--- config.mk ---
export PLATFORM = sky130hd
export DESIGN_NAME = vga_sram_pixel_reader_flat
export DESIGN_NICKNAME = d
export VERILOG_FILES = /design/src/rtl/vga_sram_pixel_reader_pkg.sv /design/src/rtl/vga_sram_pixel_reader_if.sv /design/src/rtl/vga_sram_pixel_reader_sync_fifo.sv /design/src/rtl/vga_sram_pixel_reader.sv /design/src/flat_wrapper.sv
export SDC_FILE = /design/constraint.sdc
export NUM_CORES = 1
export LEC_CHECK = 0
export CAP_MARGIN = 0
export CORE_AREA = 4 4 116 118
export DETAILED_ROUTE_END_ITERATION = 6
export DIE_AREA = 0 0 120 122
export GPL_ROUTABILITY_DRIVEN = 0
export PLACE_DENSITY = 0.86
export SLEW_MARGIN = 10
export SYNTH_ARGS = -nofsm -noshare
export SYNTH_HDL_FRONTEND = slang
export SYNTH_SLANG_ARGS = --single-unit
--- constraint.sdc ---
create_clock -name clk -period 5.4 [get_ports clk]
set_clock_uncertainty 0.1 [all_clocks]
set_input_delay 1.08 -clock clk [delete_from_list [all_inputs] [get_ports clk]]
set_output_delay 1.08 -clock clk [all_outputs]
set_load 0.02 [all_outputs]
--- src/rtl/vga_sram_pixel_reader_pkg.sv ---
// Framebuffer geometry and pixel layout shared by the SRAM scan-out reader
// and the pattern writer.
package vga_sram_pixel_reader_pkg;

    localparam int H_VISIBLE = 640;
    localparam int V_VISIBLE = 480;
    localparam int FB_PIXELS = H_VISIBLE * V_VISIBLE;

    // RGB444 lives in the top 12 bits of each 16-bit word; [3:0] are unused.
    localparam int PIX_R_HI = 15;
    localparam int PIX_R_LO = 12;
    localparam int PIX_G_HI = 11;
    localparam int PIX_G_LO = 8;
    localparam int PIX_B_HI = 7;
    localparam int PIX_B_LO = 4;

    typedef struct packed {
        logic [3:0] r;
        logic [3:0] g;
        logic [3:0] b;
        logic [3:0] pad;
    } rgb444_t;

    function automatic int unsigned fb_index(input int unsigned row, input int unsigned col);
        return row * H_VISIBLE + col;
    endfunction

endpackage

--- src/rtl/vga_sram_pixel_reader_if.sv ---
// SRAM read-port and pixel-stream signals between the scan-out reader,
// the SRAM controller and the VGA output stage.
interface vga_sram_pixel_reader_if #(
    parameter int ADDR_BITS = 20,
    parameter int DATA_BITS = 16
);

    logic                 rd_req;
    logic [ADDR_BITS-1:0] rd_addr;
    logic                 rd_ready;
    logic                 rd_data_valid;
    logic [DATA_BITS-1:0] rd_data;
    logic                 pix_ready;
    logic                 pix_valid;
    logic [DATA_BITS-1:0] pix_data;

    // master is the pixel reader; slave is the controller plus VGA stage.
    modport master (
        output rd_req, rd_addr, pix_valid, pix_data,
        input  rd_ready, rd_data_valid, rd_data, pix_ready
    );

    modport slave (
        input  rd_req, rd_addr, pix_valid, pix_data,
        output rd_ready, rd_data_valid, rd_data, pix_ready
    );

endinterface

--- src/rtl/vga_sram_pixel_reader_sync_fifo.sv ---
// First-word fall-through synchronous FIFO with occupancy count and a
// synchronous flush that overrides push and pop.
module vga_sram_pixel_reader_sync_fifo #(
    parameter  int WIDTH = 16,
    parameter  int DEPTH = 8,
    localparam int PTR_W = $clog2(DEPTH),
    localparam int CNT_W = PTR_W + 1
) (
    input  logic             clk,
    input  logic             reset,
    input  logic             flush,
    input  logic             push,
    input  logic [WIDTH-1:0] wdata,
    input  logic             pop,
    output logic [WIDTH-1:0] rdata,
    output logic             empty,
    output logic [CNT_W-1:0] count
);

    logic [WIDTH-1:0] mem [DEPTH];
    logic [PTR_W-1:0] wr_ptr;
    logic [PTR_W-1:0] rd_ptr;
    logic [CNT_W-1:0] count_q;

    // DEPTH is a power of two, so the pointers wrap naturally.
    always_ff @(posedge clk or posedge reset) begin
        if (reset) begin
            wr_ptr  <= '0;
            rd_ptr  <= '0;
            count_q <= '0;
        end else if (flush) begin
            wr_ptr  <= '0;
            rd_ptr  <= '0;
            count_q <= '0;
        end else begin
            if (push)
                wr_ptr <= wr_ptr + PTR_W'(1);
            if (pop)
                rd_ptr <= rd_ptr + PTR_W'(1);
            count_q <= count_q + CNT_W'(push) - CNT_W'(pop);
        end
    end

    always_ff @(posedge clk) begin
        if (push && !flush)
            mem[wr_ptr] <= wdata;
    end

    // Head reads as zero when empty so the pixel bus is clean out of reset.
    assign empty = (count_q == '0);
    assign rdata = empty ? '0 : mem[rd_ptr];
    assign count = count_q;

endmodule

--- src/rtl/vga_sram_pixel_reader.sv ---
// Scan-out side of the SRAM framebuffer: credit-limited raster-order reads
// into a small prefetch FIFO feeding the VGA output stage.
module vga_sram_pixel_reader
    import vga_sram_pixel_reader_pkg::*;
#(
    parameter int ADDR_BITS    = 20,
    parameter int DATA_BITS    = 16,
    parameter int FIFO_DEPTH   = 8,
    parameter int FRAME_PIXELS = FB_PIXELS
) (
    input  logic                    clk,
    input  logic                    reset,
    input  logic                    frame_start,
    vga_sram_pixel_reader_if.master bus,
    output logic                    underflow,
    output logic                    frame_done
);

    localparam int CNT_W  = $clog2(FIFO_DEPTH) + 1;
    localparam int DISC_W = CNT_W + 2;
    localparam logic [ADDR_BITS-1:0] LAST_INDEX = ADDR_BITS'(FRAME_PIXELS - 1);

    localparam logic [0:0] ST_IDLE  = 1'b0;
    localparam logic [0:0] ST_FETCH = 1'b1;

    logic [0:0]           state;
    logic                 restart_hold;
    logic [ADDR_BITS-1:0] index;
    logic [CNT_W-1:0]     outstanding;
    logic [CNT_W-1:0]     fifo_count;
    logic [DISC_W-1:0]    discard;
    logic [CNT_W:0]       credit_used;
    logic                 accept;
    logic                 ret_keep;
    logic                 pop;
    logic                 fifo_empty;

    // Credits only grow on accept, so rd_req cannot fall while waiting for rd_ready.
    assign credit_used = {1'b0, fifo_count} + {1'b0, outstanding};
    assign bus.rd_req  = (state == ST_FETCH) && !restart_hold &&
                         (credit_used < (CNT_W+1)'(FIFO_DEPTH));
    assign bus.rd_addr = index;
    assign accept      = bus.rd_req && bus.rd_ready;
    assign ret_keep    = bus.rd_data_valid && (discard == '0) && !frame_start;
    assign pop         = bus.pix_valid && bus.pix_ready && !frame_start;
    assign frame_done  = (state == ST_IDLE);
    assign bus.pix_valid = !fifo_empty;

    // restart_hold forces the one dead cycle after frame_start before address 0.
    always_ff @(posedge clk or posedge reset) begin
        if (reset) begin
            state        <= ST_IDLE;
            restart_hold <= 1'b0;
            index        <= '0;
        end else if (frame_start) begin
            state        <= ST_FETCH;
            restart_hold <= 1'b1;
            index        <= '0;
        end else begin
            restart_hold <= 1'b0;
            if (accept) begin
                if (index == LAST_INDEX)
                    state <= ST_IDLE;
                else
                    index <= index + ADDR_BITS'(1);
            end
        end
    end

    // Everything still in flight at frame_start is owed to the old frame and is dropped.
    always_ff @(posedge clk or posedge reset) begin
        if (reset) begin
            outstanding <= '0;
            discard     <= '0;
        end else if (frame_start) begin
            outstanding <= '0;
            discard     <= discard + DISC_W'(outstanding) + DISC_W'(accept)
                         - DISC_W'(bus.rd_data_valid && ((discard != '0) || (outstanding != '0)));
        end else begin
            if (bus.rd_data_valid && (discard != '0))
                discard <= discard - DISC_W'(1);
            outstanding <= outstanding + CNT_W'(accept) - CNT_W'(ret_keep);
        end
    end

    always_ff @(posedge clk or posedge reset) begin
        if (reset)
            underflow <= 1'b0;
        else if (bus.pix_ready && !bus.pix_valid && !frame_start)
            underflow <= 1'b1;
    end

    vga_sram_pixel_reader_sync_fifo #(
        .WIDTH (DATA_BITS),
        .DEPTH (FIFO_DEPTH)
    ) u_fifo (
        .clk   (clk),
        .reset (reset),
        .flush (frame_start),
        .push  (ret_keep),
        .wdata (bus.rd_data),
        .pop   (pop),
        .rdata (bus.pix_data),
        .empty (fifo_empty),
        .count (fifo_count)
    );

endmodule

--- src/flat_wrapper.sv ---
// flat-port wrapper written by rule: the top's interface ports become plain ports
module vga_sram_pixel_reader_flat import vga_sram_pixel_reader_pkg::*;
#(
    parameter int ADDR_BITS    = 20,
    parameter int DATA_BITS    = 16,
    parameter int FIFO_DEPTH   = 8,
    parameter int FRAME_PIXELS = FB_PIXELS
)
  (clk, reset, frame_start, underflow, frame_done, bus_rd_req, bus_rd_addr, bus_pix_valid, bus_pix_data, bus_rd_ready, bus_rd_data_valid, bus_rd_data, bus_pix_ready);
  vga_sram_pixel_reader_if #(.ADDR_BITS(ADDR_BITS), .DATA_BITS(DATA_BITS)) bus_i ();
  input  logic clk;
  input  logic reset;
  input  logic frame_start;
  output logic underflow;
  output logic frame_done;
  output wire logic [$bits(bus_i.rd_req)-1:0] bus_rd_req;
  output wire logic [$bits(bus_i.rd_addr)-1:0] bus_rd_addr;
  output wire logic [$bits(bus_i.pix_valid)-1:0] bus_pix_valid;
  output wire logic [$bits(bus_i.pix_data)-1:0] bus_pix_data;
  input wire logic [$bits(bus_i.rd_ready)-1:0] bus_rd_ready;
  input wire logic [$bits(bus_i.rd_data_valid)-1:0] bus_rd_data_valid;
  input wire logic [$bits(bus_i.rd_data)-1:0] bus_rd_data;
  input wire logic [$bits(bus_i.pix_ready)-1:0] bus_pix_ready;
  assign bus_rd_req = bus_i.rd_req;
  assign bus_rd_addr = bus_i.rd_addr;
  assign bus_pix_valid = bus_i.pix_valid;
  assign bus_pix_data = bus_i.pix_data;
  assign bus_i.rd_ready = bus_rd_ready;
  assign bus_i.rd_data_valid = bus_rd_data_valid;
  assign bus_i.rd_data = bus_rd_data;
  assign bus_i.pix_ready = bus_pix_ready;
  vga_sram_pixel_reader #(.ADDR_BITS(ADDR_BITS), .DATA_BITS(DATA_BITS), .FIFO_DEPTH(FIFO_DEPTH), .FRAME_PIXELS(FRAME_PIXELS)) u_core (.clk(clk), .reset(reset), .frame_start(frame_start), .bus(bus_i), .underflow(underflow), .frame_done(frame_done));
endmodule
; ---- After elaboration in Yosys (flattened, before gate mapping)
; Memories as Yosys holds them, arrays and structs flattened.
; Cells that the tools add are included.
; W data, S select, Z words.
[word_totals]
elab_cells = 71
output_inout_bits = 40
register_bits = 43
mem_count = 1
in_bits = 22
mem_bits_rw = 128
[mem_list]
columns = name, depth, word_bits, read_ports, rd_clocked_by_memory_dff, wr, line
row1 = u_core.u_fifo.mem, 8, 16, 1, 0, 1, vga_sram_pixel_reader_sync_fifo.sv:20  ; logic [WIDTH-1:0] mem [DEPTH];
[classes]
n_eq_ne = 2
n_lt_le_gt_ge = 1
n_mux = 18
n_reduce_logical = 27
bitwise_logic = 1
add_sub_neg = 12
[op_table]
columns = op, n
row1 = $mux W20, 3
row2 = $add A20 B1 Y20 const B, 1
row3 = $eq A20 B19 Y1 const B, 1
row4 = $mux W16, 1
row5 = $logic_and A1 B1 Y1, 12
row6 = $mux W3, 4
row7 = $mux W6, 2
row8 = $reduce_bool A2 Y1, 5
row9 = $add A4 B1 Y4, 2
row10 = $mux W4, 2
row11 = $sub A4 B1 Y4, 2
row12 = $add A3 B1 Y3 const B, 2
row13 = $add A6 B1 Y6, 1
row14 = $add A6 B4 Y6, 1
row15 = $logic_not A6 Y1, 1
row16 = $mux W1, 6
row17 = $reduce_bool A6 Y1, 1
row18 = $sub A6 B1 Y6, 1
row19 = $sub A6 B1 Y6 const B, 1
row20 = $add A4 B4 Y5, 1
row21 = $lt A5 B4 Y1 const B, 1
row22 = $logic_not A4 Y1, 1
row23 = $reduce_and A2 Y1, 2
row24 = $reduce_bool A4 Y1, 1
row25 = other kinds (4), 6

; ---- Logic depth before layout (Yosys ltp)
[logic_depth]
ltp_word = 7
depth_mapped = 14
ltp_nobuf = 13

; ---- Hierarchy
; Synthesis repeated with hierarchy kept, for this count alone.
[unflattened]
cells_unflattened = 493
area_unflattened_um2 = 7716.2
[modules_own_cells]
columns = mod, area_each_um2, seq_area_each_um2, instances, cells_each
row1 = vga_sram_pixel_reader_sync_fifo, 5471.5, 4093.9, 1, 252
row2 = vga_sram_pixel_reader, 2244.7, 825.8, 1, 241

; ---- Worst setup path after synthesis
; Ideal clock, no wire load.
[synth_path]
kind = input port to flip-flop
startpoint = in frame_start
endpoint = mem u_core.u_fifo.mem[0][0], enable pin
stages = 5
slack_ns = 2.089
arrival_ns = 2.802
required_ns = 4.891
cell_sequence = clkbuf_1 > inv_1 > and3_1 > nand2b_1 > nor3_1
[synth_between]
elab_chain_cells = 5
[synth_lines]
columns = item, line
row1 = start: declaration, flat_wrapper.sv:13  ; input logic frame_start;
row2 = $logic_not A1 Y1 (*), "vga_sram_pixel_reader_sync_fifo.sv:45, vga_sram_pixel_reader.sv:44"
row3 = $logic_and A1 B1 Y1, vga_sram_pixel_reader.sv:44  ; assign ret_keep = bus.rd_data_valid && (discard == '0) && !frame_start;
row4 = $logic_and A1 B1 Y1 (*), vga_sram_pixel_reader_sync_fifo.sv:45  ; if (push && !flush)
row5 = $mux W1 (*), vga_sram_pixel_reader_sync_fifo.sv:45
row6 = $mux W1 (implied by the code) (*), vga_sram_pixel_reader_sync_fifo.sv:46  ; mem[wr_ptr] <= wdata;
row7 = end: declaration, vga_sram_pixel_reader_sync_fifo.sv:20
; Every way passes the cells marked *; elsewhere a longest branch is shown, timed or not.

; ---- Final worst setup path
[layout_path]
startpoint = reg u_core.u_fifo.rd_ptr[0]
endpoint = out bus_pix_data[13]
[layout_between]
elab_chain_cells = 2
[layout_lines]
columns = item, line
row1 = start: declaration, vga_sram_pixel_reader_sync_fifo.sv:22  ; logic [PTR_W-1:0] rd_ptr;
row2 = start signal: assignment, vga_sram_pixel_reader_sync_fifo.sv:39  ; rd_ptr <= rd_ptr + PTR_W'(1);
row3 = $mem_v2 Z8 W16, -
row4 = $mux W16, vga_sram_pixel_reader_sync_fifo.sv:51  ; assign rdata = empty ? '0 : mem[rd_ptr];
row5 = end: declaration, flat_wrapper.sv:19  ; output wire logic [$bits(bus_i.pix_data)-1:0] bus_pix_data;
; No other way between the ends.

==> impl_metrics.toml <==
[outcome]
status = "finished, final reports clean"

[sta]
hold_viol = 0
drv_slew = 0
fmax_mhz = 237
min_period_over_period = 0.782
fin_crit_ns = 4.22
maxSlewHeadroom = 0.266
tightestPinTransition_ns = 1.10
setup_viol = 0
rsz0062_at_grt = "no"
finalSetupTns_ns = 0

[synth]
synth_seq_area_share = 0.634
netlist_instances = 519
synth_top_area_cell = "edfxtp_1"
ys_top_cells_by_area = "edfxtp_1 50%, dfrtp_1 14%, mux4_2 9.3%"
synth.avg_cell_area_um2 = 15.0
async_reset_ff_frac = 0.251
yosysTopAreaCellShare = 0.495
yosys_warnings = 0
ys_types = 58
synth_edf_count = 128
syn_area_mm2 = 0.00776
synth_seq_cells = 171
synth_ff_type = "edfxtp_1"
mappedNetlistNets = 572

[pwr]
internal_power_mw = 2.70
ir_drop_mv = 0.410
switching_power_mw = 1.18
p_comb_frac = 0.304
seqPwrFrac = 0.397
p_clk_frac = 0.299
finalPower_mw = 3.88
leakage_nw = 3.25
power_density_mw_per_mm2 = 424
switching_share = 0.304

[floorplan]
die_area_mm2 = 0.0146
io_pins = 62
std_cell_rows = 41
start_util = 0.623
fp.dieH_um = 122
die_x_um = 120
core_area_mm2 = 0.0125

[finish]
final_cell_area_mm2 = 0.00915
final_core_util = 0.734
area_delta_synth_final_pct = 17.9
nets = 642
antenna_cells = 0
layout-drive-gt1-share = 0.151

[critical_path]
arrival_ns = 3.04
setup.worst_path.start = "u_core.u_fifo.rd_ptr[0]"
r2r-end = "u_core.u_fifo.count[2]"
critPathRequiredTime_ns = 4.22
reg2reg_depth = 12
r2r_slack_ns = 2.12
start_kind = "flip-flop"
worstSetupPathType = "flip-flop to output pin"
cp_max_fo = 22
reg2reg_from = "u_core.u_fifo.count[2]"
end_kind = "output pin"
crit_end = "bus_pix_data[13]"

[run]
drv_cap = 0

[cts]
cts_tree = "built"
numCtsBuffers = 17
worstSkewPairLatency_ns = 0.43
ctsHoldBuffers = 0
clockBufferDepth = 2
clock-sinks = 171
cts_root_buf = "clkbuf_16"
post_cts_buffers = 0
ctsResizeCount = 0
clkSlewWorstSetupHoldPaths_ns = 0.06
cts_max_level = 4

[drt]
drt-wirelength-per-cell_um = 20.7
ant_nets = 0
wl_mm = 16.0
drc_errors = 0
dr.pass1.iters = 5
vias = 4655
viasPerCell = 6.01
drtIter0Drc = 375

[global_routing]
grt_max_degree = 46
grt.total_usage = 0.237
grt_pass1_wl_mm = 25.9
overflow = 0
antenna_found_initial = 0
grt_pass1_vias = 4920

[placed_design]
hpwl_mm = 9.96
io_buffers = 61
placed_area_mm2 = 0.00858

[min_path]
hold_path_class = "flip-flop to flip-flop"
-- flip-flops by register name, indices dropped and copies added (netlist names) --
register and count:
u_core.underflow 1, u_core.u_fifo.mem 128, u_core.restart_hold 1, u_core.discard 6, u_core.outstanding 4, u_core.state 1
u_core.u_fifo.count 4, u_core.bus.rd_addr 20, u_core.u_fifo.wr_ptr 3, u_core.u_fifo.rd_ptr 3
-- critical path, stage by stage, from the launching register on --
cell             delay, ns
dfrtp_2               0.82
buf_4                 0.41
mux4_2                0.55
mux2i_1               0.18
nor2_1                0.06
clkdlybuf4s50_1       0.57
-- cell families after synthesis --
| group | Yosys count | synth area share |
|---|---|---|
| adders and majority gates | 31 | 0.0539 |
| xor gates and xnor gates | 19 | 0.0214 |
| and+or+nand+nor | 141 | 0.0990 |
| AOI/OAI and AO/OA | 46 | 0.0389 |
| muxes | 55 | 0.123 |
| DFF | 171 | 0.634 |
| buffers and inverters | 56 | 0.0297 |
-- power by group through the flow --
stage | sequential (mW) | clock, mW | combinational, mW
finish | 1.54 | 1.16 | 1.18
global route | 1.55 | 1.24 | 1.30
CTS | 1.54 | 1.17 | 1.19
detailed placement | 1.57 | 0 | 1.18
global placement | 1.56 | 0 | 1.13
floorplan | 1.52 | 0 | 0.872
-- synth_stat cells, types with 2 or more instances --
cell      number
edfxtp_1     128
nor2_1        49
dfrtp_1       43
inv_1         34
mux4_2        32
ha_1          27
nand2_1       22
mux2i_1       19
a21oi_1       16
xnor2_1       13
clkbuf_1      10
nor2b_1        9
nand3_1        8
buf_2          7
o21ai_0        7
nand4_1        6
xor2_1         6
nor4_1         5
or3_1          5
fa_1           4
mux2_1         4
nand2b_1       4
nor3_1         4
o31ai_1        4
or4_1          4
a21o_1         3
and3_1         3
buf_1          3
o21ai_1        3
and4_4         2
and4bb_1       2
nand2_2        2
nor3b_1        2
nor4b_1        2
nor4b_2        2
o311ai_1       2
o41ai_1        2
-- metrics by stage --
stage | hold WS [ns] | worst slack, ns | cells
2_1_floorplan | 0.427 | 2.09 | 519
3_3_place_gp | 0.364 | 1.64 | 742
3_5_place_dp | 0.372 | 1.59 | 742
4_1_cts | 0.385 | 1.08 | 774
5_1_grt | 0.410 | 0.952 | 774
6_report | 0.380 | 1.18 | 774
-- metal layers --
layer,wire length [um],share of wire,track usage,vias up
met5,0,0,0,-
met2,8580,0.53,0.415,164
met3,920,0.057,0.0641,27
met1,6260,0.39,0.291,2377
met4,274,0.017,0.0694,0
li1,-,-,-,2087
-- final cells by class --
class,instances,area [um^2]
Sequential cell,171,4920
Fill cell,793,3320
Multi-Input combinational cell,292,2620
Timing Repair Buffer,73,701
Clock buffer,21,450
Tap cell,172,215
Inverter,34,128
Clock inverter,11,111
-- worst min-delay path by stage --
| stage | start | endpoint | slack (ns) | cells after the start |
|---|---|---|---|---|
| 4_1_cts | u_core.underflow | u_core.underflow | 0.39 | 1 |
| 3_5_place_dp | u_core.underflow | u_core.underflow | 0.37 | 1 |
| 3_3_place_gp | u_core.underflow | u_core.underflow | 0.36 | 1 |
| 5_1_grt | u_core.underflow | u_core.underflow | 0.41 | 1 |
| 2_1_floorplan | u_core.discard[1] | u_core.discard[1] | 0.43 | 2 |
| 6_report | u_core.underflow | u_core.underflow | 0.38 | 1 |
-- placed cells by master, fill, tap and decap left out, types with 4 or more instances in the layout --
master,synthesis,final
edfxtp_1,128,128
clkdlybuf4s50_1,0,61
nor2_1,49,49
dfrtp_1,43,42
inv_1,34,33
mux4_2,32,32
ha_1,27,27
nand2_1,22,22
mux2i_1,19,19
clkbuf_16,0,17
a21oi_1,16,16
xnor2_1,13,13
buf_4,1,12
nor2b_1,9,9
nand3_1,8,8
o21ai_0,7,7
nand4_1,6,6
xor2_1,6,6
nor4_1,5,5
or3_1,5,5
mux2_1,4,4
o31ai_1,4,4
or4_1,4,4
nand2b_1,4,4
fa_1,4,4
No activity file was read; power rests on OpenSTA's default activity.
